### src/rtl/id_stage_pipe.sv
// Purpose : RISC-V instruction decode with register file, WB bypass, immediate
//           generation, load-use hazard detection and an integrated ID/EX register.
// Latency : 1 cycle from an accepted i_valid/i_instr to o_valid and the decoded fields.
// Backpressure: o_ready drops on a load-use hazard or when ID/EX is full and EX stalls;
//           i_flush overrides both and kills the ID/EX contents.
//
// Ports:
//   clk, rst_n                      clock, synchronous active-low reset
//   i_valid / o_ready / i_instr / i_pc        IF-side handshake and instruction
//   i_wb_wr / i_wb_rd / i_wb_data             WB write port (also bypassed)
//   i_ex_is_load / i_ex_rd                    EX-stage load info for hazard detection
//   i_ex_ready / i_flush                      EX-side handshake and redirect kill
//   o_valid, o_pc, o_rs1_data, o_rs2_data, o_imm, o_opcode, o_func3,
//   o_func7b5, o_rs1, o_rs2, o_rd, o_illegal  registered ID/EX contents

module id_stage_pipe #(
    parameter int XLEN  = 32,
    parameter int NREGS = 32
) (
    input  logic            clk,
    input  logic            rst_n,
    input  logic            i_valid,
    output logic            o_ready,
    input  logic [31:0]     i_instr,
    input  logic [XLEN-1:0] i_pc,
    input  logic            i_wb_wr,
    input  logic [4:0]      i_wb_rd,
    input  logic [XLEN-1:0] i_wb_data,
    input  logic            i_ex_is_load,
    input  logic [4:0]      i_ex_rd,
    input  logic            i_ex_ready,
    input  logic            i_flush,
    output logic            o_valid,
    output logic [XLEN-1:0] o_pc,
    output logic [XLEN-1:0] o_rs1_data,
    output logic [XLEN-1:0] o_rs2_data,
    output logic [XLEN-1:0] o_imm,
    output logic [6:0]      o_opcode,
    output logic [2:0]      o_func3,
    output logic            o_func7b5,
    output logic [4:0]      o_rs1,
    output logic [4:0]      o_rs2,
    output logic [4:0]      o_rd,
    output logic            o_illegal
);

    localparam int AW = $clog2(NREGS);
    // One bit wider than a register index so NREGS=32 is representable.
    localparam logic [5:0] NREGS_W = 6'(NREGS);

    localparam logic [6:0] OPC_LUI    = 7'b0110111;
    localparam logic [6:0] OPC_AUIPC  = 7'b0010111;
    localparam logic [6:0] OPC_JAL    = 7'b1101111;
    localparam logic [6:0] OPC_JALR   = 7'b1100111;
    localparam logic [6:0] OPC_BRANCH = 7'b1100011;
    localparam logic [6:0] OPC_LOAD   = 7'b0000011;
    localparam logic [6:0] OPC_STORE  = 7'b0100011;
    localparam logic [6:0] OPC_OPIMM  = 7'b0010011;
    localparam logic [6:0] OPC_OP     = 7'b0110011;
    localparam logic [6:0] OPC_FENCE  = 7'b0001111;
    localparam logic [6:0] OPC_SYSTEM = 7'b1110011;

    typedef enum logic [2:0] {
        IMM_Z,
        IMM_I,
        IMM_S,
        IMM_B,
        IMM_U,
        IMM_J
    } imm_sel_e;

    function automatic logic in_range(input logic [4:0] idx);
        return {1'b0, idx} < NREGS_W;
    endfunction

    // ------------------------------------------------------------------
    // State
    // ------------------------------------------------------------------
    logic [XLEN-1:0] rf_q [NREGS];

    logic            valid_q;
    logic [XLEN-1:0] pc_q;
    logic [XLEN-1:0] rs1_data_q, rs1_data_d;
    logic [XLEN-1:0] rs2_data_q, rs2_data_d;
    logic [XLEN-1:0] imm_q, imm_d;
    logic [6:0]      opcode_q;
    logic [2:0]      func3_q;
    logic            func7b5_q;
    logic [4:0]      rs1_q, rs2_q, rd_q;
    logic            illegal_q, illegal_d;
    // Which held operands are real sources; needed for the hold-time refresh.
    logic            rs1_use_q, rs2_use_q;

    // ------------------------------------------------------------------
    // Decode
    // ------------------------------------------------------------------
    logic [6:0]        opcode;
    logic [4:0]        rs1_idx, rs2_idx, rd_idx;
    logic              known;
    logic              rs1_use, rs2_use, rd_use;
    imm_sel_e          imm_sel;
    logic signed [31:0] imm32;
    logic              wb_commit;
    logic [XLEN-1:0]   rs1_raw, rs2_raw;
    logic              hazard;
    logic              advance;

    assign opcode  = i_instr[6:0];
    assign rd_idx  = i_instr[11:7];
    assign rs1_idx = i_instr[19:15];
    assign rs2_idx = i_instr[24:20];

    // A WB write that really lands in the register file; only these are
    // forwarded, so an out-of-range index keeps reading zero.
    assign wb_commit = i_wb_wr && (i_wb_rd != 5'd0) && in_range(i_wb_rd);

    always_comb begin
        known   = 1'b1;
        rs1_use = 1'b1;
        rs2_use = 1'b0;
        rd_use  = 1'b0;
        imm_sel = IMM_Z;
        unique case (opcode)
            OPC_LUI:    begin rs1_use = 1'b0; rd_use = 1'b1; imm_sel = IMM_U; end
            OPC_AUIPC:  begin rs1_use = 1'b0; rd_use = 1'b1; imm_sel = IMM_U; end
            OPC_JAL:    begin rs1_use = 1'b0; rd_use = 1'b1; imm_sel = IMM_J; end
            OPC_JALR:   begin rd_use  = 1'b1; imm_sel = IMM_I; end
            OPC_BRANCH: begin rs2_use = 1'b1; imm_sel = IMM_B; end
            OPC_LOAD:   begin rd_use  = 1'b1; imm_sel = IMM_I; end
            OPC_STORE:  begin rs2_use = 1'b1; imm_sel = IMM_S; end
            OPC_OPIMM:  begin rd_use  = 1'b1; imm_sel = IMM_I; end
            OPC_OP:     begin rs2_use = 1'b1; rd_use = 1'b1; imm_sel = IMM_Z; end
            OPC_FENCE:  begin imm_sel = IMM_I; end
            OPC_SYSTEM: begin rd_use  = 1'b1; imm_sel = IMM_I; end
            default:    begin known   = 1'b0; imm_sel = IMM_Z; end
        endcase
    end

    always_comb begin
        imm32 = '0;
        unique case (imm_sel)
            IMM_I: imm32 = {{20{i_instr[31]}}, i_instr[31:20]};
            IMM_S: imm32 = {{20{i_instr[31]}}, i_instr[31:25], i_instr[11:7]};
            IMM_B: imm32 = {{19{i_instr[31]}}, i_instr[31], i_instr[7],
                            i_instr[30:25], i_instr[11:8], 1'b0};
            IMM_U: imm32 = {i_instr[31:12], 12'b0};
            IMM_J: imm32 = {{11{i_instr[31]}}, i_instr[31], i_instr[19:12],
                            i_instr[20], i_instr[30:21], 1'b0};
            default: imm32 = '0;
        endcase
    end

    // Signed size cast sign-extends to XLEN (U-type included, as RV64 requires).
    assign imm_d = XLEN'(imm32);

    // Register read: x0 and out-of-range indices read zero; a same-cycle
    // WB write to the source wins over the stored value.
    always_comb begin
        rs1_raw = '0;
        rs2_raw = '0;
        if ((rs1_idx != 5'd0) && in_range(rs1_idx)) begin
            rs1_raw = rf_q[rs1_idx[AW-1:0]];
        end
        if ((rs2_idx != 5'd0) && in_range(rs2_idx)) begin
            rs2_raw = rf_q[rs2_idx[AW-1:0]];
        end
        if (wb_commit && (i_wb_rd == rs1_idx)) begin
            rs1_raw = i_wb_data;
        end
        if (wb_commit && (i_wb_rd == rs2_idx)) begin
            rs2_raw = i_wb_data;
        end
    end

    assign rs1_data_d = rs1_use ? rs1_raw : '0;
    assign rs2_data_d = rs2_use ? rs2_raw : '0;

    assign illegal_d = ~known
                     | (rs1_use & ~in_range(rs1_idx))
                     | (rs2_use & ~in_range(rs2_idx))
                     | (rd_use  & ~in_range(rd_idx));

    // ------------------------------------------------------------------
    // Hazard and handshake
    // ------------------------------------------------------------------
    assign hazard = i_valid & i_ex_is_load & (i_ex_rd != 5'd0)
                  & ((rs1_use & (rs1_idx == i_ex_rd)) | (rs2_use & (rs2_idx == i_ex_rd)));

    assign advance = ~valid_q | i_ex_ready;
    assign o_ready = i_flush | (~hazard & advance);

    // ------------------------------------------------------------------
    // Register file
    // ------------------------------------------------------------------
    always_ff @(posedge clk) begin
        if (!rst_n) begin
            for (int k = 0; k < NREGS; k++) begin
                rf_q[k] <= '0;
            end
        end else if (wb_commit) begin
            rf_q[i_wb_rd[AW-1:0]] <= i_wb_data;
        end
    end

    // ------------------------------------------------------------------
    // ID/EX pipeline register
    // ------------------------------------------------------------------
    always_ff @(posedge clk) begin
        if (!rst_n) begin
            valid_q    <= 1'b0;
            pc_q       <= '0;
            rs1_data_q <= '0;
            rs2_data_q <= '0;
            imm_q      <= '0;
            opcode_q   <= '0;
            func3_q    <= '0;
            func7b5_q  <= 1'b0;
            rs1_q      <= '0;
            rs2_q      <= '0;
            rd_q       <= '0;
            illegal_q  <= 1'b0;
            rs1_use_q  <= 1'b0;
            rs2_use_q  <= 1'b0;
        end else if (i_flush) begin
            valid_q <= 1'b0;
        end else if (advance) begin
            if (i_valid && !hazard) begin
                valid_q    <= 1'b1;
                pc_q       <= i_pc;
                rs1_data_q <= rs1_data_d;
                rs2_data_q <= rs2_data_d;
                imm_q      <= imm_d;
                opcode_q   <= opcode;
                func3_q    <= i_instr[14:12];
                func7b5_q  <= i_instr[30];
                rs1_q      <= rs1_idx;
                rs2_q      <= rs2_idx;
                rd_q       <= rd_idx;
                illegal_q  <= illegal_d;
                rs1_use_q  <= rs1_use;
                rs2_use_q  <= rs2_use;
            end else begin
                // Bubble: payload is don't-care and simply left as it was.
                valid_q <= 1'b0;
            end
        end else begin
            // Held by EX: keep everything, but track WB writes into the held
            // sources so EX never consumes a stale operand after the stall.
            if (wb_commit && rs1_use_q && (i_wb_rd == rs1_q)) begin
                rs1_data_q <= i_wb_data;
            end
            if (wb_commit && rs2_use_q && (i_wb_rd == rs2_q)) begin
                rs2_data_q <= i_wb_data;
            end
        end
    end

    assign o_valid    = valid_q;
    assign o_pc       = pc_q;
    assign o_rs1_data = rs1_data_q;
    assign o_rs2_data = rs2_data_q;
    assign o_imm      = imm_q;
    assign o_opcode   = opcode_q;
    assign o_func3    = func3_q;
    assign o_func7b5  = func7b5_q;
    assign o_rs1      = rs1_q;
    assign o_rs2      = rs2_q;
    assign o_rd       = rd_q;
    assign o_illegal  = illegal_q;

endmodule
### config.mk
export PLATFORM = sky130hd
export DESIGN_NAME = id_stage_pipe
export DESIGN_NICKNAME = d
export VERILOG_FILES = /design/src/rtl/id_stage_pipe.sv
export SDC_FILE = /design/constraint.sdc
export NUM_CORES = 2
export LEC_CHECK = 0
export CAP_MARGIN = 25
export CORE_MARGIN = 3
export CORE_UTILIZATION = 30
export DETAILED_ROUTE_END_ITERATION = 7
export GPL_TIMING_DRIVEN = 0
export PLACE_DENSITY_LB_ADDON = 0.1
export SYNTH_ARGS = -nofsm -noshare
export SYNTH_HDL_FRONTEND = slang
export SYNTH_SLANG_ARGS = --single-unit
### constraint.sdc
create_clock -name clk -period 5.95 [get_ports clk]
set_clock_uncertainty 0.1 [all_clocks]
set_input_delay 1.19 -clock clk [delete_from_list [all_inputs] [get_ports clk]]
set_output_delay 1.19 -clock clk [all_outputs]
set_load 0.02 [all_outputs]
# Word level (Yosys, flattened, before mapping)
# Memory sizes are Yosys's and may differ from the RTL's.
# Index checks and enable logic that the tools add are counted.
[word_totals] regBits=158 latch_bits=0 ram_bits=1024 mem_bits_ro=0 out_inout_bits=157 n_memories=1
[mem_list] memory="rf_q" depth=32 word_bits=32 rd=2 rd_clocked_by_memory_dff=0 wr=32 line_no="79" text="logic [XLEN-1:0] rf_q [NREGS];"
[classes] n_addsub=0 n_mul=0 n_div=0 n_lt_le_gt_ge=0 n_eq_ne=23 shift=0 muxes=25 n_bitwise=14 n_reduce_logical=25
[ops] operator="$mux 32" n=13
[ops] operator="$pmux 32 s5" n=1
[ops] operator="$reduce_or 32->1" n=1
[ops] operator="$eq 5x5->1" n=6
[ops] operator="$eq 7x7->1 const B" n=4
[ops] operator="$eq 7x6->1 const B" n=3
[ops] operator="$reduce_bool 5->1" n=4
[ops] operator="$pmux 3 s5" n=1
[ops] operator="$eq 7x5->1 const B" n=2
[ops] operator="$reduce_or 11->1" n=1
[ops] operator="$mux 1" n=9
[ops] operator="$reduce_and 3->1" n=3
[ops] operator="$logic_and 1x1->1" n=8
[ops] operator="$eq 7x2->1 const B" n=1
[ops] operator="$eq 7x4->1 const B" n=1
[ops] operator="$and 1x1->1" n=6
[ops] operator="$eq 3x2->1 const B" n=2
[ops] operator="$eq 3x3->1 const B" n=2
[ops] operator="$reduce_or 3->1" n=2
[ops] operator="$mux 5" n=1
[ops] operator="$not 1->1" n=5
[ops] operator="$reduce_or 5->1" n=1
[ops] operator="$reduce_bool 2->1" n=2
[ops] operator="$reduce_or 2->1" n=2
[ops] operator="other kinds (4)" n=6

# Depth between registers and ports, before layout
[logic_depth] depth_word=10 ltp_mapped=10 mapped_depth_nobuf=6

# Worst setup path after synthesis
# OpenSTA, ideal clock, no wires.
[synth_path] path_kind="input port to flip-flop" startpoint="in i_wb_rd[2]" endpoint="mem rf_q[4][0] (enable)" arrival_ps=4402 required_ps=5384 path_slack_ps=983 path_stages=4 cell_sequence="buf_1 or3b_2 clkbuf_1 o21ai_0"
[synth_lines] item="start: declaration" line_no="27" text="input logic [4:0] i_wb_rd,"
[synth_lines] item="end: declaration" line_no="79"

# Worst setup path in the final report
[layout_path] startpoint="in i_instr[2]" endpoint="out o_ready"
[layout_via] elab_chain_cells=9 elab_cells_between_ends=17
[layout_lines] item="start: declaration" line_no="24" text="input logic [31:0] i_instr,"
[layout_lines] item="$eq 7x7->1 (tied with other cells)" line_no="123" text="unique case (opcode)"
[layout_lines] item="$reduce_or 3->1 (no line)"
[layout_lines] item="$mux 1" line_no="123"
[layout_lines] item="$and 1x1->1" line_no="187" text="& ((rs1_use & (rs1_idx == i_ex_rd)) | (rs2_use & (rs2_idx == i_ex_rd)));"
[layout_lines] item="$or 1x1->1 *" line_no="187"
[layout_lines] item="$and 1x1->1 *" line_no="187"
[layout_lines] item="$not 1->1 *" line_no="190" text="assign o_ready = i_flush | (~hazard & advance);"
[layout_lines] item="$and 1x1->1 *" line_no="190"
[layout_lines] item="$or 1x1->1 *" line_no="190"
[layout_lines] item="end: declaration" line_no="23" text="output logic o_ready,"
# Every way passes the cells marked *; elsewhere a longest branch is shown, timed or not.

==> impl_metrics.env <==
export IMPL_dr_first_iter_drc_count=5354
export IMPL_reg2reg_slack_ns=2.77
export IMPL_synth_area_um2=62600
export IMPL_cts_sinks=1182
export IMPL_ant_nets=0
export IMPL_grt_max_degree=33
export IMPL_hpwl_um=241000
export IMPL_worstSetupStartpointType="input pin"
export IMPL_numCtsBuffers=146
export IMPL_cts_tree="built"
export IMPL_fill_cells=20100
export IMPL_relSlewSlack_pct=17.7
export IMPL_worstSetupEndpointType="output pin"
export IMPL_drc=0
export IMPL_reg2reg_to="o_rs1_data[13]"
export IMPL_cp_depth=9
export IMPL_power_leakage_uw=0.0260
export IMPL_grt_pass1_wl_um=415000
export IMPL_crit_type="input pin to output pin"
export IMPL_clk_pin_slew_ns=0.05
export IMPL_start_util_pct=30.2
export IMPL_drt_pass1_iterations=6
export IMPL_syn_avg_cell_area_um2=13.9
export IMPL_cp_cell_sequence="clkdlybuf4s50_1 > or3b_4 > a211o_1 > or4_4 > nand3_2 > buf_2 > buf_2 > nand2b_1 > clkdlybuf4s50_1"
export IMPL_antenna_found_initial=17
export IMPL_worstRegToRegCells=6
export IMPL_grtUsageTotal_pct=28.6
export IMPL_synth_top_cell_by_area="edfxtp_1"
export IMPL_hold_class="register to register"
export IMPL_crit_family="buffers and inverters"
export IMPL_whs_path_depth=2
export IMPL_placed_area_um2=71400
export IMPL_netlist_area_leader_share_pct=49.1
export IMPL_dieArea_um2=214000
export IMPL_max_freq_ghz=0.171
export IMPL_placedCellCount=7689
export IMPL_syn_inst=4495
export IMPL_synth_ff_type="edfxtp_1"
export IMPL_place_gp_congestion=0.944
export IMPL_slowest_stage="or4_4"
export IMPL_fp_dieW_um=463
export IMPL_cp_buffers_inverters=4
export IMPL_core_area_um2=207000
export IMPL_ios=270
export IMPL_finalCriticalPeriod_ns=5.84
export IMPL_grt_pass1_vias=45300
export IMPL_ir_drop_v=0.000314
export IMPL_final_cell_area_um2=76300
export IMPL_via_per_inst=5.68
export IMPL_tightest_slew_ns=1.23
export IMPL_cts_max_level=4
export IMPL_final_setup_viol_count=0
export IMPL_drive_gt1_share_pct=19.9
export IMPL_io_buffer_count=259
export IMPL_worstPathMaxFanout=10
export IMPL_crit_required_ns=4.66
export IMPL_outcome="complete, no violations"
export IMPL_drv_slew=0
export IMPL_hold_start="o_pc[23]"
export IMPL_finalNonFillerCells=7988
export IMPL_cts_root_buffer="clkbuf_16"
export IMPL_async_reset_ff_share_pct=0
export IMPL_synth_edf_count=1024
export IMPL_regArea_um2=33900
export IMPL_grt_overflow=0
export IMPL_fin_util_pct=36.8
export IMPL_ys_warn_count=0
export IMPL_wl_um=313000
export IMPL_num_rows=167
export IMPL_nets=5173
export IMPL_synth_area_leaders="edfxtp_1, mux4_2, and2_1, mux2i_1, dfxtp_1"
export IMPL_cp_arrival_ns=4.55
export IMPL_multi_input_area_um2=27000
export IMPL_min_to="o_pc[23]"
export IMPL_ys_types=58
export IMPL_seq_area_frac_synth_pct=54.2
export IMPL_rsz0062_at_grt="no"
export IMPL_power_uw=22000
export IMPL_final_hold_violation_count=0
export IMPL_via_count=45400
export IMPL_yosys_register_bits=1182
export IMPL_r2r_start="o_valid"
export IMPL_die_h_um=463
export IMPL_timing_final_crit_share_pct=98.1
export IMPL_wl_per_cell_um=39.2
export IMPL_area_growth_syn_to_layout_pct=21.9
export IMPL_p_per_area_nw_per_um2=288
export IMPL_maxCapViolCount=0
export IMPL_clk_latency_ns=0.82
export IMPL_clock_path_buffers=3
export IMPL_max_stage_delay_ns=0.60
==> tightest hold or removal path, stage by stage (launching register included) <==
cell	delay, ns
dfxtp_1	0.30
o21ai_0	0.06
a21oi_1	0.06
==> layer usage <==
metal	wire length (um)	global-route usage [%]
met5	0	0
met4	24400	18.6
met3	22100	4.68
met2	140000	44.3
met1	127000	37.1
==> what timing repair did <==
action	in CTS	in global routing
setup endpoints to repair	1	1
setup buffers	0	0
hold buffers	0	0
gates cloned	0	0
gates resized for setup	1	1
==> layout make-up <==
cell class | count | area share, %
diodes | 20 | 0.0656
plain buffers | 508 | 2.75
clock buffers | 194 | 5.30
clock inverters | 74 | 0.800
inverters | 4 | 0.0197
multi-input cells | 2832 | 35.4
flip-flops and latches | 1182 | 44.5
well taps | 2788 | 4.57
repair buffers | 386 | 6.60
==> how the worst max path moves through the flow <==
stage	start	endpoint	slack [ns]
after floorplan	i_wb_rd[2]	rf_q[4][0]	0.98
after global placement	i_wb_rd[4]	rf_q[28][11]	-4.87
after detailed placement	i_instr[3]	o_ready	-0.18
after CTS	i_instr[3]	o_ready	0.08
after global routing	i_instr[2]	o_ready	0.08
final	i_instr[2]	o_ready	0.11
==> sequential cells by signal, indices dropped and copies added (netlist names) <==
signal      cells
rs1_use_q       1
o_func7b5       1
o_rs2_data     32
o_func3         3
o_opcode        7
o_pc           32
o_illegal       1
o_rd            5
o_valid         1
o_rs1           5
o_imm          32
rs2_use_q       1
rf_q         1024
o_rs2           5
o_rs1_data     32
==> layout by cell type, fill, tap and decap left out, drive strengths merged, types with 12 or more instances in the layout <==
cell,n
o31a,30
a311oi,12
xnor2,17
edfxtp,1024
nand3,73
nand2,32
mux2i,366
o21a,30
o22ai,120
dfxtp,158
a21oi,97
a22o,30
a211oi,148
buf,262
clkbuf,567
xor2,14
clkinv,60
conb,32
and2,994
o21ai,107
diode,20
mux4,396
a22oi,67
clkdlybuf4s50,259
nor2,41
a32oi,33
o311a,30
a221oi,30
mux2,60
==> per-stage QoR <==
| step | setup WS (ns) | setup TNS, ns | hold WS, ns |
|---|---|---|---|
| after detailed placement | -0.182 | -0.189 | 0.366 |
| after global placement | -4.87 | -4206.56 | 0.360 |
| after floorplan | 0.983 | 0 | 0.354 |
| final | 0.112 | 0 | 0.375 |
| after CTS | 0.0786 | 0 | 0.373 |
| after global routing | 0.0752 | 0 | 0.389 |
==> cells by family (layout without fill, tap and decap cells) <==
| family | Yosys count | in the layout | synth area share (%) |
|---|---|---|---|
| AO/OA/AOI/OAI | 747 | 747 | 9.18 |
| XOR/XNOR | 31 | 31 | 0.434 |
| buffers and inverters | 512 | 1166 | 3.36 |
| flip-flops | 1182 | 1182 | 54.2 |
| multiplexers | 822 | 822 | 21.2 |
| other | 1 | 52 | 0.00599 |
| AND/OR/NAND/NOR | 1200 | 1200 | 11.6 |
==> synthesized netlist by cell type (7+ instances only) <==
cell and count:
buf_2 74, o31a_1 30, a21oi_1 97, a311oi_1 12, a22o_1 30, o311a_1 30, nand2_1 32, xnor2_1 17
nor2_1 41, clkbuf_1 373, edfxtp_1 1024, dfxtp_1 158, mux2i_1 366, o22ai_1 120, nand3_1 72, buf_1 49
and2_1 993, mux4_2 396, a22oi_1 67, xor2_1 14, buf_6 12, o21a_1 30, mux2_2 60, a211oi_1 40
a221oi_1 30, nor2b_1 7, a211oi_2 108, nand4_1 7, nand2b_1 8, a32oi_1 33, o21ai_0 106
==> where the power goes <==
part / total, uW / switching (uW) / leakage (uW) / internal [uW]
combinational: 3270 / 2020 / 0.0127 / 1250
clock: 8940 / 3850 / 0.00228 / 5090
sequential: 9780 / 317 / 0.0110 / 9460
total: 22000 / 6180 / 0.0260 / 15800
Note: power is estimated with default switching activity, not from simulation.
